--- src/rtl/router_pkg.sv ---
// Shared types and header-field helpers for the router packet register.
package router_pkg;

  typedef enum logic [1:0] {
    IDLE  = 2'd0,
    LOAD  = 2'd1,
    CHECK = 2'd2,
    DROP  = 2'd3
  } state_e;

  localparam int STATS_W   = 16;
  localparam int HDR_MAX_W = 32;

  // Header layout: {length, address}; the address occupies the low addr_w bits.
  function automatic int hdr_addr(input logic [HDR_MAX_W-1:0] word, input int addr_w);
    return int'(word & ((32'd1 << addr_w) - 32'd1));
  endfunction

  function automatic int hdr_len(input logic [HDR_MAX_W-1:0] word, input int addr_w);
    return int'(word >> addr_w);
  endfunction

endpackage

--- src/rtl/router_skid_buf.sv ---
// Two-entry skid buffer: registered output stage plus one hold entry.
// Handshake: a word moves when valid && ready on the same rising edge; valid never drops without a transfer.
module router_skid_buf #(
  parameter int DATA_W = 8
) (
  input  logic              clock,
  input  logic              resetn,
  input  logic              in_valid,
  input  logic [DATA_W-1:0] in_data,
  output logic              in_ready,
  output logic              out_valid,
  output logic [DATA_W-1:0] out_data,
  input  logic              out_ready
);

  logic              hold_valid;
  logic [DATA_W-1:0] hold_data;
  logic              out_fire;

  assign in_ready = !hold_valid;
  assign out_fire = out_valid && out_ready;

  always_ff @(posedge clock or negedge resetn) begin
    if (!resetn) begin
      out_valid  <= 1'b0;
      out_data   <= '0;
      hold_valid <= 1'b0;
      hold_data  <= '0;
    end else if (hold_valid) begin
      // Input is blocked while hold is occupied; hold moves forward on the next transfer.
      if (out_fire) begin
        out_data   <= hold_data;
        hold_valid <= 1'b0;
      end
    end else if (in_valid) begin
      if (!out_valid || out_fire) begin
        out_data  <= in_data;
        out_valid <= 1'b1;
      end else begin
        hold_data  <= in_data;
        hold_valid <= 1'b1;
      end
    end else if (out_fire) begin
      out_valid <= 1'b0;
    end
  end

endmodule

--- src/rtl/router_pkt_reg.sv ---
// Packet register/checker: header decode, skid-buffered forwarding, XOR parity and length check.
// Optional statistics counters are built when ROUTER_PKT_STATS_EN is defined.
module router_pkt_reg
  import router_pkg::*;
#(
  parameter int DATA_W = 8,
  parameter int NUM_CH = 3,
  parameter int ADDR_W = 2
) (
  input  logic              clock,
  input  logic              resetn,
  input  logic              pkt_valid,
  input  logic [DATA_W-1:0] data_in,
  input  logic              fifo_full,
  output logic              busy,
  output logic [DATA_W-1:0] dout,
  output logic              dout_valid,
  output logic [ADDR_W-1:0] dest,
  output logic              dest_valid,
  output logic              parity_done,
  output logic              err,
  output logic              len_err,
  output logic              drop
`ifdef ROUTER_PKT_STATS_EN
  ,
  output logic [STATS_W-1:0] pkt_cnt,
  output logic [STATS_W-1:0] err_cnt,
  output logic [STATS_W-1:0] drop_cnt
`endif
);

  localparam int LEN_W = DATA_W - ADDR_W;
  localparam logic [LEN_W-1:0] CNT_MAX = '1;

  state_e state_q, state_d;

  logic              skid_ready;
  logic              accept;
  logic              hdr_accept;
  logic              fwd;
  logic              hdr_ok;
  int                hdr_addr_i;
  int                hdr_len_i;
  logic [DATA_W-1:0] parity_q;
  logic [DATA_W-1:0] pkt_par_q;
  logic [LEN_W-1:0]  count_q;
  logic [LEN_W-1:0]  len_q;
  logic              err_q;
  logic              len_err_q;
  logic              chk_err;
  logic              chk_len_err;

  always_comb begin
    hdr_addr_i = hdr_addr(HDR_MAX_W'(data_in), ADDR_W);
    hdr_len_i  = hdr_len(HDR_MAX_W'(data_in), ADDR_W);
    hdr_ok     = hdr_addr_i < NUM_CH;
  end

  // A word is consumed only when the hold entry is free and the FSM is in a word-taking state.
  assign accept = skid_ready &&
                  ((state_q == IDLE && pkt_valid) || state_q == LOAD || state_q == DROP);
  assign hdr_accept = accept && state_q == IDLE;
  assign fwd        = (hdr_accept && hdr_ok) || (accept && state_q == LOAD);

  assign busy = !skid_ready;

  router_skid_buf #(
    .DATA_W(DATA_W)
  ) u_skid (
    .clock    (clock),
    .resetn   (resetn),
    .in_valid (fwd),
    .in_data  (data_in),
    .in_ready (skid_ready),
    .out_valid(dout_valid),
    .out_data (dout),
    .out_ready(!fifo_full)
  );

  always_ff @(posedge clock or negedge resetn) begin
    if (!resetn) state_q <= IDLE;
    else         state_q <= state_d;
  end

  always_comb begin
    state_d = state_q;
    unique case (state_q)
      IDLE:  if (hdr_accept) state_d = hdr_ok ? LOAD : DROP;
      LOAD:  if (accept && !pkt_valid) state_d = CHECK;
      CHECK: state_d = IDLE;
      DROP:  if (accept && !pkt_valid) state_d = IDLE;
      default: state_d = IDLE;
    endcase
  end

  assign chk_err     = parity_q != pkt_par_q;
  assign chk_len_err = count_q != len_q;

  always_ff @(posedge clock or negedge resetn) begin
    if (!resetn) begin
      parity_q  <= '0;
      pkt_par_q <= '0;
      count_q   <= '0;
      len_q     <= '0;
      dest      <= '0;
      err_q     <= 1'b0;
      len_err_q <= 1'b0;
      drop      <= 1'b0;
    end else begin
      drop <= hdr_accept && !hdr_ok;
      if (hdr_accept && hdr_ok) begin
        parity_q  <= data_in;
        count_q   <= '0;
        len_q     <= LEN_W'(hdr_len_i);
        dest      <= ADDR_W'(hdr_addr_i);
        err_q     <= 1'b0;
        len_err_q <= 1'b0;
      end
      if (accept && state_q == LOAD) begin
        if (pkt_valid) begin
          parity_q <= parity_q ^ data_in;
          if (count_q != CNT_MAX) count_q <= count_q + LEN_W'(1);
        end else begin
          pkt_par_q <= data_in;
        end
      end
      // Results are shown live during CHECK and latched here until the next header.
      if (state_q == CHECK) begin
        err_q     <= chk_err;
        len_err_q <= chk_len_err;
      end
    end
  end

  assign parity_done = state_q == CHECK;
  assign dest_valid  = state_q == LOAD || state_q == CHECK;
  assign err         = (state_q == CHECK) ? chk_err : err_q;
  assign len_err     = (state_q == CHECK) ? chk_len_err : len_err_q;

`ifdef ROUTER_PKT_STATS_EN
  always_ff @(posedge clock or negedge resetn) begin
    if (!resetn) begin
      pkt_cnt  <= '0;
      err_cnt  <= '0;
      drop_cnt <= '0;
    end else begin
      if (parity_done && pkt_cnt != '1) pkt_cnt <= pkt_cnt + 1'b1;
      if (parity_done && (err || len_err) && err_cnt != '1) err_cnt <= err_cnt + 1'b1;
      if (drop && drop_cnt != '1) drop_cnt <= drop_cnt + 1'b1;
    end
  end
`endif

endmodule

--- config.mk ---
export PLATFORM = sky130hd
export DESIGN_NAME = router_pkt_reg
export DESIGN_NICKNAME = d
export VERILOG_FILES = /design/src/rtl/router_pkg.sv /design/src/rtl/router_skid_buf.sv /design/src/rtl/router_pkt_reg.sv
export SDC_FILE = /design/constraint.sdc
export NUM_CORES = 1
export LEC_CHECK = 0
export ABC_AREA = 1
export BUFFER_PORTS_ARGS = -buffer_cell sky130_fd_sc_hd__buf_4
export CAP_MARGIN = 30
export CORE_MARGIN = 3
export CORE_UTILIZATION = 45
export DETAILED_ROUTE_END_ITERATION = 6
export MAX_ROUTING_LAYER = met4
export PLACE_DENSITY = 0.66
export RECOVER_POWER = 100
export SKIP_CTS_REPAIR_TIMING = 1
export SLEW_MARGIN = 20
export SYNTH_ARGS = -nofsm -noshare
export SYNTH_HDL_FRONTEND = slang
export SYNTH_SLANG_ARGS = --single-unit
--- constraint.sdc ---
create_clock -name clock -period 1.85 [get_ports clock]
set_clock_uncertainty 0.15 [all_clocks]
set_input_delay 0.0925 -clock clock [delete_from_list [all_inputs] [get_ports clock]]
set_output_delay 0.0925 -clock clock [all_outputs]
set_load 0.01 [all_outputs]
==> results.md, run 1 <==
* YS warnings at 0
* Fin. Hold Viols at 0
* Setup-failing EPs final at 0
* Die Height at ~85 um
* Cts bufs inserted at 5
* Synth Register Bits at 53
* Tmin final at around 1.8 ns
* Width of the die at 85.3 um
* Worst Path Max Fanout at 8
* Worst setup SP type: register
* Max clock buf depth at 2
* Max Cap Viol at 0
* Antenna Nets Post-Route at 0
* Initial antenna violation count at 0
* Clock sink count at 53
* Worst path required time at between 1.5 and 2 ns
* Maximum vdd ir drop at 0.791 mV
* Area share of the largest cell type after synthesis at 0.469
* DP HPWL at approximately 4.4 mm
* DRT iter0 DRCs at 219
* GPL Wtd Cong at between 0.7 and 0.8
* Ys async rst share at 1.00
* Commonest cells after routing, fill and taps aside: nand2_1 (145), dfrtp_1 (49), inv_1 (37)
* Cells after Synth at between 300 and 400
* Design area at roughly 3600 um^2
* Post-synth top flop: dfrtp_1
* Mapped Nets at 388
* Per-cell routed wire length at 13.7 um
* Placed Area at between 3000 and 4000 um^2
* Max Freq at roughly 550 MHz
* Placed insts at 476
* Final wirelength at slightly below 7 mm
* I/O Buffers at 28
* Leak Pwr at 1.84 nW
* Die area at 7270 um^2
* Synthesis-to-layout area growth at 28.4%
* Synth cell types at 24
* Fraction of layout instances using a drive strength above 1 at 0.211
* Post-synth EDFFs at 0
* Slew HR at 0.546
* Overflow after GRT at 0
* Status: completed
* Starting density of the core at 0.472
* Cell Count, Final, Fillers Out at 506
* Seq/Total Area, Yosys at 0.469
* Pre-CTS WS at -0.0433 ns
* Synth Area per Inst at 7.62 um^2
* Cell Area, Synth at around 2800 um^2
* Via count at roughly 2500
* Ports at 29
* Min-Delay Path Class: in -> reg
* Nets at between 400 and 500
* Gr usage total at 0.192
* Setup WS post-layout at 0.0246 ns
* Yosys top cell by area: dfrtp_1
* N_diodes at 0
* Core outline area at 5990 um^2
* Pwr per Cell Area at approximately 1500 nW/um^2
* Worst-Margin Slew at 0.681 ns
* Most common cell after layout, fill and taps aside: nand2_1
* Root Buffer: clkbuf_8
* Largest net degree at the start of global routing at 54
* Crit path kind: reg -> reg
* H-tree levels at 2
* Top cells by area, synth: dfrtp_1 (47%), nand2_1 (20%), inv_1 (5.4%), o21ai_0 (5.3%), a21oi_1 (3.5%)
* Clk Latency, worst-skew pair at between 0.3 and 0.4 ns
* First-pass GRT wire length at approximately 11 mm
* Final worst-path cycle share at 0.987
* Vias in the first global route at about 2300
* Pre-Repair DR Iteration Count at 4
* Via density at between 5 and 6
* Clk slew on worst S/H paths at around 0.10 ns
* Pins Over Slew Limit at 0
* CTS tree: yes
* Crit path arrival time at 1.88 ns
* RSZ-0062 raised after global routing: true
* DRC at 0
* Critical Path Sink Type: register
* Cell row count at 28
==> worst max-delay path, stage by stage, from the launching register on <==
cell and delay, ns:
dfrtp_1 0.44, inv_2 0.12, ha_4 0.18, nand2_4 0.07
nand2_8 0.09, nand4_4 0.19, buf_12 0.23, nand2_8 0.09
nand2_1 0.05, nand2_1 0.06, nand2_1 0.05
==> final timing paths <==
path	startpoint	endpoint	cells after the start	slack [ns]
setup reg to reg	state_q[1]$_DFFE_PN0P_	parity_q[2]$_DFF_PN0_	10	0.02
setup / recovery	state_q[1]$_DFFE_PN0P_	parity_q[2]$_DFF_PN0_	10	0.02
hold / removal	pkt_valid	drop$_DFF_PN0_	5	0.13
min in group asynchronous	resetn	u_skid.out_valid$_DFFE_PN0P_	2	0.20
hold reg to reg	u_skid.out_data[6]$_DFFE_PN0P_	u_skid.out_data[6]$_DFFE_PN0P_	2	0.33
max in group asynchronous	resetn	count_q[4]$_DFF_PN0_	2	0.84
==> where the power goes <==
part,leakage (nW),internal [mW],total (mW),switching [mW]
combinational,1.13,1.28,2.92,1.64
sequential,0.668,1.64,1.99,0.347
clock,0.0443,0.298,0.673,0.375
total,1.84,3.22,5.58,2.36
==> sequential cells by signal, summed over array words and instances, names as in the netlist, 2 cells and up <==
name and count:
pkt_par_q 8, state_q 2, len_q 6, count_q 6, u_skid.hold_data 8, u_skid.out_data 8, parity_q 8, dest 2
==> stage by stage <==
| step | power (mW) | utilization | TNS (ns) | hold slack [ns] |
|---|---|---|---|---|
| CTS | 5.20 | 0.549 | -0.616 | -0.300 |
| floorplan | 3.60 | - | 0 | -0.353 |
| global placement | 4.45 | 0.534 | 0 | 0.0357 |
| detailed placement | 4.52 | 0.534 | -0.230 | 0.0354 |
| global route | 6.10 | 0.606 | -1.08 | 0.153 |
| finish | 5.58 | 0.606 | 0 | 0.129 |
==> layer usage <==
layer | wire, um | GRT usage
met5 | 0 | -
met4 | 114 | 0.0532
met3 | 285 | 0.0320
met2 | 3150 | 0.280
met1 | 3360 | 0.277
==> Yosys cell counts, types with 3 or more instances <==
cell and number:
clkbuf_1 3, nand4_1 3, dfrtp_1 53, ha_1 5, xnor2_1 4, buf_2 5, nand2_1 152, nand2_4 3
nor2_1 10, a21oi_1 20, nand3_1 19, o21ai_2 8, inv_1 41, o21ai_0 30
==> logic make-up after synthesis <==
logic type,Yosys count,share of synthesized area
simple gates,200,0.308
compound gates,58,0.113
flops,53,0.469
buf+inv,51,0.0752
fa+ha+maj,5,0.0221
xor+xnor,4,0.0124
==> area by class of cell <==
| cell class | count | area, um^2 |
|---|---|---|
| inverters | 41 | 154 |
| well taps | 75 | 93.8 |
| fillers | 544 | 2360 |
| multi-input cells | 269 | 1420 |
| repair buffers | 61 | 546 |
| clock buffers | 7 | 86.3 |
| flip-flops and latches | 53 | 1330 |
No activity file was read; power rests on OpenSTA's default activity.
==> inputs of run 2 (changes only) <==
--- a/config.mk
+++ b/config.mk
@@ -8,11 +8,13 @@
 export ABC_AREA = 1
 export BUFFER_PORTS_ARGS = -buffer_cell sky130_fd_sc_hd__buf_4
 export CAP_MARGIN = 30
+export CELL_PAD_IN_SITES_DETAIL_PLACEMENT = 0
+export CELL_PAD_IN_SITES_GLOBAL_PLACEMENT = 1
 export CORE_MARGIN = 3
-export CORE_UTILIZATION = 45
+export CORE_UTILIZATION = 39
 export DETAILED_ROUTE_END_ITERATION = 6
 export MAX_ROUTING_LAYER = met4
-export PLACE_DENSITY = 0.66
+export PLACE_DENSITY_LB_ADDON = 0.1
 export RECOVER_POWER = 100
 export SKIP_CTS_REPAIR_TIMING = 1
 export SLEW_MARGIN = 20
==> results.md, run 2 (synthesized netlist as in run 1, its figures left out) <==
* Status: completed (unchanged)
* Pwr per Cell Area at 1500 nW/um^2 (was 1540 nW/um^2)
* Width of the die at 91.2 um (was 85.3 um)
* Max clock buf depth at 2 (unchanged)
* Worst Path Max Fanout at 8 (unchanged)
* Crit path kind: reg -> reg (unchanged)
* Slew HR at 0.196 (was 0.546)
* Die area at 8310 um^2 (was 7270 um^2)
* Reg2reg path depth at 10 (unchanged)
* Final hold slack at 0.120 ns (was 0.129 ns)
* Worst setup SP type: register (unchanged)
* Final worst-path cycle share at 0.950 (was 0.987)
* Wire length on met3 at 177 um (was 285 um)
* Worst Hold Depth at 6 (was 5)
* CTS tree: yes (unchanged)
* Most common cell after layout, fill and taps aside: nand2_1 (unchanged)
* Maximum vdd ir drop at 0.687 mV (was 0.791 mV)
* H-tree levels at 2 (unchanged)
* Root Buffer: clkbuf_8 (unchanged)
* Placed insts at 503 (was 476)
* Top layer reached by signal wires: met4 (unchanged)
* DRT iter0 DRCs at 129 (was 219)
* Synthesis-to-layout area growth at 23.1% (was 28.4%)
* RSZ-0062 raised after global routing: true (unchanged)
* Cell row count at 30 (was 28)
* Clock sink count at 53 (unchanged)
* Nets at 447 (was 448)
* Vias in the first global route at 2312 (was 2295)
* Placed Area at 3260 um^2 (was 3200 um^2)
* Die Height at 91.2 um (was 85.3 um)
* CP peak stage delay at 0.42 ns (was 0.44 ns)
* Setup WS post-layout at 0.0922 ns (was 0.0246 ns)
* Pins Over Slew Limit at 0 (unchanged)
* Setup-failing EPs final at 0 (unchanged)
* Cts bufs inserted at 5 (unchanged)
* DRC at 0 (unchanged)
* Worst-Margin Slew at 1.21 ns (was 0.681 ns)
* First-pass GRT wire length at 11.2 mm (was 10.8 mm)
* Metal2 WL at 3.09 mm (was 3.15 mm)
* Clk Latency, worst-skew pair at 0.31 ns (about the same)
* I/O Buffers at 28 (unchanged)
* Crit-path cells: inv_2, ha_4, nand2_1, inv_1, nand3_4, buf_12, buf_4, a21oi_1, nand2_1, nand2_1 (was inv_2, ha_4, nand2_4, nand2_8, nand4_4, buf_12, nand2_8, nand2_1, nand2_1, nand2_1)
* Largest net degree at the start of global routing at 54 (unchanged)
* Commonest cells after routing, fill and taps aside: nand2_1 (150), dfrtp_1 (48), inv_1 (39) (was nand2_1 (145), dfrtp_1 (49), inv_1 (37))
* DP HPWL at 4.65 mm (was 4.37 mm)
* Tmin final at 1.76 ns (was 1.83 ns)
* Core outline area at 6910 um^2 (was 5990 um^2)
* Per-cell routed wire length at 12.6 um (was 13.7 um)
* Critical Path Sink Type: register (unchanged)
* Crit path arrival time at 1.86 ns (was 1.88 ns)
* Max Cap Viol at 0 (unchanged)
* N_diodes at 0 (unchanged)
* Fraction of layout instances using a drive strength above 1 at 0.183 (was 0.211)
* Critical path's slowest cell: dfrtp_1 (unchanged)
* Initial antenna violation count at 0 (unchanged)
* Fin. Hold Viols at 0 (unchanged)
* Max Freq at 569 MHz (was 548 MHz)
* Cell Count, Final, Fillers Out at 527 (was 506)
* Leak Pwr at 1.77 nW (was 1.84 nW)
* Worst path required time at 1.95 ns (was 1.90 ns)
* Min-Delay Path Class: in -> reg (unchanged)
* Overflow after GRT at 0 (unchanged)
* Gr usage total at 0.170 (was 0.192)
* GPL Wtd Cong at 0.828 (was 0.798)
* Antenna Nets Post-Route at 0 (unchanged)
* Final wirelength at 6.62 mm (was 6.91 mm)
* Via count at 2445 (was 2531)
* Via density at 4.64 (was 5.00)
* Ports at 29 (unchanged)
* M1 WL at 3.25 mm (was 3.36 mm)
* Design area at 3480 um^2 (was 3630 um^2)
* Most common cell on crit path: nand2_1 (unchanged)
* Starting density of the core at 0.409 (was 0.472)
* Pre-CTS WS at -0.0209 ns (was -0.0433 ns)
* Clk slew on worst S/H paths at 0.09 ns (was 0.10 ns)
* Pre-Repair DR Iteration Count at 5 (was 4)
run 2: critical path: cells and delay by family, from the launching register on:
kind | cells | cell delay, ns
buffers and inverters | 4 | 0.49
flip-flops | 1 | 0.42
AND/OR/NAND/NOR | 4 | 0.31
adder cells (fa/ha/maj) | 1 | 0.16
AO/OA/AOI/OAI | 1 | 0.15
run 2: report_power, final:
part | internal, mW | switching [mW] | leakage (nW)
Sequential | 1.64 | 0.323 | 0.666
Combinational | 1.10 | 1.48 | 1.07
Clock | 0.269 | 0.391 | 0.0385
run 2: final cells by class:
| cell class | instances | area [um^2] |
|---|---|---|
| clock buffer | 7 | 76.3 |
| clock inverter | 1 | 7.51 |
| fill | 737 | 3430 |
| inverter | 41 | 154 |
| multi-input combinational | 268 | 1330 |
| sequential | 53 | 1330 |
| tap | 96 | 120 |
| timing repair buffer | 61 | 464 |
run 2: worst paths after layout:
check,to,slack (ns),from
max in group asynchronous,count_q[4]$_DFF_PN0_,0.33,resetn
worst max register to register,parity_q[0]$_DFF_PN0_,0.09,state_q[0]$_DFFE_PN0P_
worst min register to register,u_skid.out_data[2]$_DFFE_PN0P_,0.33,u_skid.out_data[2]$_DFFE_PN0P_
worst max-delay path,parity_q[0]$_DFF_PN0_,0.09,state_q[0]$_DFFE_PN0P_
worst min-delay path,state_q[1]$_DFFE_PN0P_,0.12,pkt_valid
min in group asynchronous,count_q[1]$_DFF_PN0_,0.42,resetn
run 2: through the flow:
| stage | total power, mW | TNS (ns) | utilization |
|---|---|---|---|
| floorplan | 3.60 | 0 | - |
| global placement | 4.52 | 0 | 0.472 |
| detailed placement | 4.56 | -0.0318 | 0.472 |
| CTS | 5.23 | -0.0960 | 0.484 |
| global route | 5.71 | -0.0885 | 0.504 |
| finish | 5.20 | 0 | 0.504 |
run 2: layer usage:
metal  vias up  GRT usage
li1       1285          -
met1      1115      0.219
met2        35      0.270
met3        10     0.0423
met4         0     0.0440
met5         -          -
==> inputs of run 3 (changes only) <==
--- a/config.mk
+++ b/config.mk
@@ -11,7 +11,7 @@
 export CELL_PAD_IN_SITES_DETAIL_PLACEMENT = 0
 export CELL_PAD_IN_SITES_GLOBAL_PLACEMENT = 1
 export CORE_MARGIN = 3
-export CORE_UTILIZATION = 39
+export CORE_UTILIZATION = 23
 export DETAILED_ROUTE_END_ITERATION = 6
 export MAX_ROUTING_LAYER = met4
 export PLACE_DENSITY_LB_ADDON = 0.1
==> results.md, run 3 (synthesized netlist as in run 1, its figures left out) <==
* Crit path arrival time at 1.81 ns (was 1.86 ns)
* N_diodes at 0 (unchanged)
* Placed Area at 3330 um^2 (was 3260 um^2)
* Core outline area at 11700 um^2 (was 6910 um^2)
* Antenna Nets Post-Route at 0 (unchanged)
* Starting density of the core at 0.241 (was 0.409)
* Die Height at 117 um (was 91.2 um)
* Root Buffer: clkbuf_16 (was clkbuf_8)
* Status: completed (unchanged)
* Design Power at 5.91 mW (was 5.20 mW)
* Reg-to-reg endpoint: parity_q[6]$_DFF_PN0_ (was parity_q[0]$_DFF_PN0_)
* Design area at 3780 um^2 (was 3480 um^2)
* Critical path's slowest cell: dfrtp_1 (unchanged)
* Worst path required time at 1.89 ns (was 1.95 ns)
* Initial antenna violation count at 0 (unchanged)
* Most common cell on crit path: nand2_1 (unchanged)
* Final wirelength at 7.86 mm (was 6.62 mm)
* DRC at 0 (unchanged)
* CTS tree: yes (unchanged)
* RSZ-0062 raised after global routing: true (unchanged)
* DP HPWL at 5.27 mm (was 4.65 mm)
* Cts bufs inserted at 5 (unchanged)
* Largest net degree at the start of global routing at 54 (unchanged)
* Ports at 29 (unchanged)
* GPL Wtd Cong at 0.751 (was 0.828)
* Final hold slack at 0.178 ns (was 0.120 ns)
* Maximum vdd ir drop at 0.903 mV (was 0.687 mV)
* CP peak stage delay at 0.41 ns (was 0.42 ns)
* Flop-to-flop setup slack at 0.08 ns (was 0.09 ns)
* Crit-path cells: inv_2, ha_4, nand2_4, nand2_8, nand4_4, buf_12, nand2_8, nand2_1, nand2_1, nand2_1 (was inv_2, ha_4, nand2_1, inv_1, nand3_4, buf_12, buf_4, a21oi_1, nand2_1, nand2_1)
* Via count at 2504 (was 2445)
* Gr usage total at 0.121 (was 0.170)
* Overflow after GRT at 0 (unchanged)
* First-pass GRT wire length at 12.4 mm (was 11.2 mm)
* Multi-input logic area at 1440 um^2 (was 1330 um^2)
* Slew HR at 0.460 (was 0.196)
* Worst Setup SP: state_q[1]$_DFFE_PN0P_ (was state_q[0]$_DFFE_PN0P_)
* Final worst-path cycle share at 0.956 (was 0.950)
* Fin. Hold Viols at 0 (unchanged)
* I/O Buffers at 28 (unchanged)
* Critical Path Sink Type: register (unchanged)
* Max Freq at 565 MHz (was 569 MHz)
* DRT iter0 DRCs at 129 (unchanged)
* Worst R2R Start: state_q[1]$_DFFE_PN0P_ (was state_q[0]$_DFFE_PN0P_)
* H-tree levels at 2 (unchanged)
* Setup WS post-layout at 0.0808 ns (was 0.0922 ns)
* Pre-Repair DR Iteration Count at 4 (was 5)
* Clk Latency, worst-skew pair at 0.29 ns (was 0.31 ns)
* Worst Path Max Fanout at 8 (unchanged)
* Die area at 13700 um^2 (was 8310 um^2)
* Register area at 1330 um^2 (about the same)
* Fillers at 1276 (was 737)
* Fraction of layout instances using a drive strength above 1 at 0.221 (was 0.183)
* CP endpoint: parity_q[6]$_DFF_PN0_ (was parity_q[0]$_DFF_PN0_)
* Width of the die at 117 um (was 91.2 um)
* Clk slew on worst S/H paths at 0.08 ns (was 0.09 ns)
* Leak Pwr at 1.84 nW (was 1.77 nW)
* Min-Delay Path Class: in -> reg (unchanged)
* Pwr per Cell Area at 1560 nW/um^2 (was 1500 nW/um^2)
* Util after Layout at 0.323 (was 0.504)
* Max Cap Viol at 0 (unchanged)
* Nets at 450 (was 447)
* Clock sink count at 53 (unchanged)
* Hold Crit Start: pkt_valid (unchanged)
* Tmin final at 1.77 ns (was 1.76 ns)
* Setup-failing EPs final at 0 (unchanged)
* Pins Over Slew Limit at 0 (unchanged)
* Per-cell routed wire length at 13.6 um (was 12.6 um)
* Worst-Margin Slew at 0.810 ns (was 1.21 ns)
* Max clock buf depth at 2 (unchanged)
* Via density at 4.34 (was 4.64)
* Worst setup SP type: register (unchanged)
* Crit path kind: reg -> reg (unchanged)
* Most common cell after layout, fill and taps aside: nand2_1 (unchanged)
* Cell row count at 39 (was 30)
* Vias in the first global route at 2388 (was 2312)
* Reg2reg path depth at 10 (unchanged)
* Synthesis-to-layout area growth at 33.8% (was 23.1%)
* Commonest cells after routing, fill and taps aside: nand2_1 (143), dfrtp_1 (49), inv_1 (38) (was nand2_1 (150), dfrtp_1 (48), inv_1 (39))
* Pre-CTS WS at 0.00473 ns (was -0.0209 ns)
-- run 3: changes by cell type in the layout (fill, tap and decap cells not counted), sizes merged --
cell / previous run / this run
nand3: 21 / 22
inv: 41 / 42
clkbuf: 20 / 21
nand2: 158 / 157
clkinv: 0 / 1
-- run 3: metal layers --
metal	GRT usage	routed length [um]	up-vias
li1	-	-	1299
met1	0.169	4030	1163
met2	0.185	3570	37
met3	0.0216	190	5
met4	0.0275	63	0
met5	-	0	-
-- run 3: worst min-delay path by stage --
stage	endpoint	slack, ns	depth (start not counted)
floorplan	count_q[0]$_DFF_PN0_	-0.35	0
global placement	u_skid.out_data[5]$_DFFE_PN0P_	0.08	1
detailed placement	count_q[0]$_DFF_PN0_	0.07	1
CTS	u_skid.hold_data[4]$_DFFE_PN0P_	-0.25	1
global route	u_skid.out_valid$_DFFE_PN0P_	0.21	5
finish	state_q[1]$_DFFE_PN0P_	0.18	5
-- run 3: power by group --
group	internal (mW)	total (mW)	switching, mW
logic	1.31	2.98	1.68
registers	1.64	1.96	0.319
clock network	0.506	0.967	0.461
total	3.46	5.91	2.46
-- run 3: cell type report --
cell class	count	area share
Multi-Input combinational cell	268	0.379
Sequential cell	53	0.352
Timing Repair Buffer	64	0.142
Tap cell	143	0.0473
Inverter	41	0.0407
Clock buffer	5	0.0331
Clock inverter	3	0.00562
-- run 3: critical path: cells and delay by family (launching register included) --
family / cells / cell delay (ns)
simple gates: 7 / 0.60
flops: 1 / 0.41
buf+inv: 2 / 0.33
fa+ha+maj: 1 / 0.17
-- run 3: stage by stage --
stage | std cells | TNS, ns
global route | 577 | -0.115
detailed placement | 550 | 0
CTS | 558 | -0.0231
floorplan | 371 | 0
finish | 577 | 0
global placement | 550 | 0
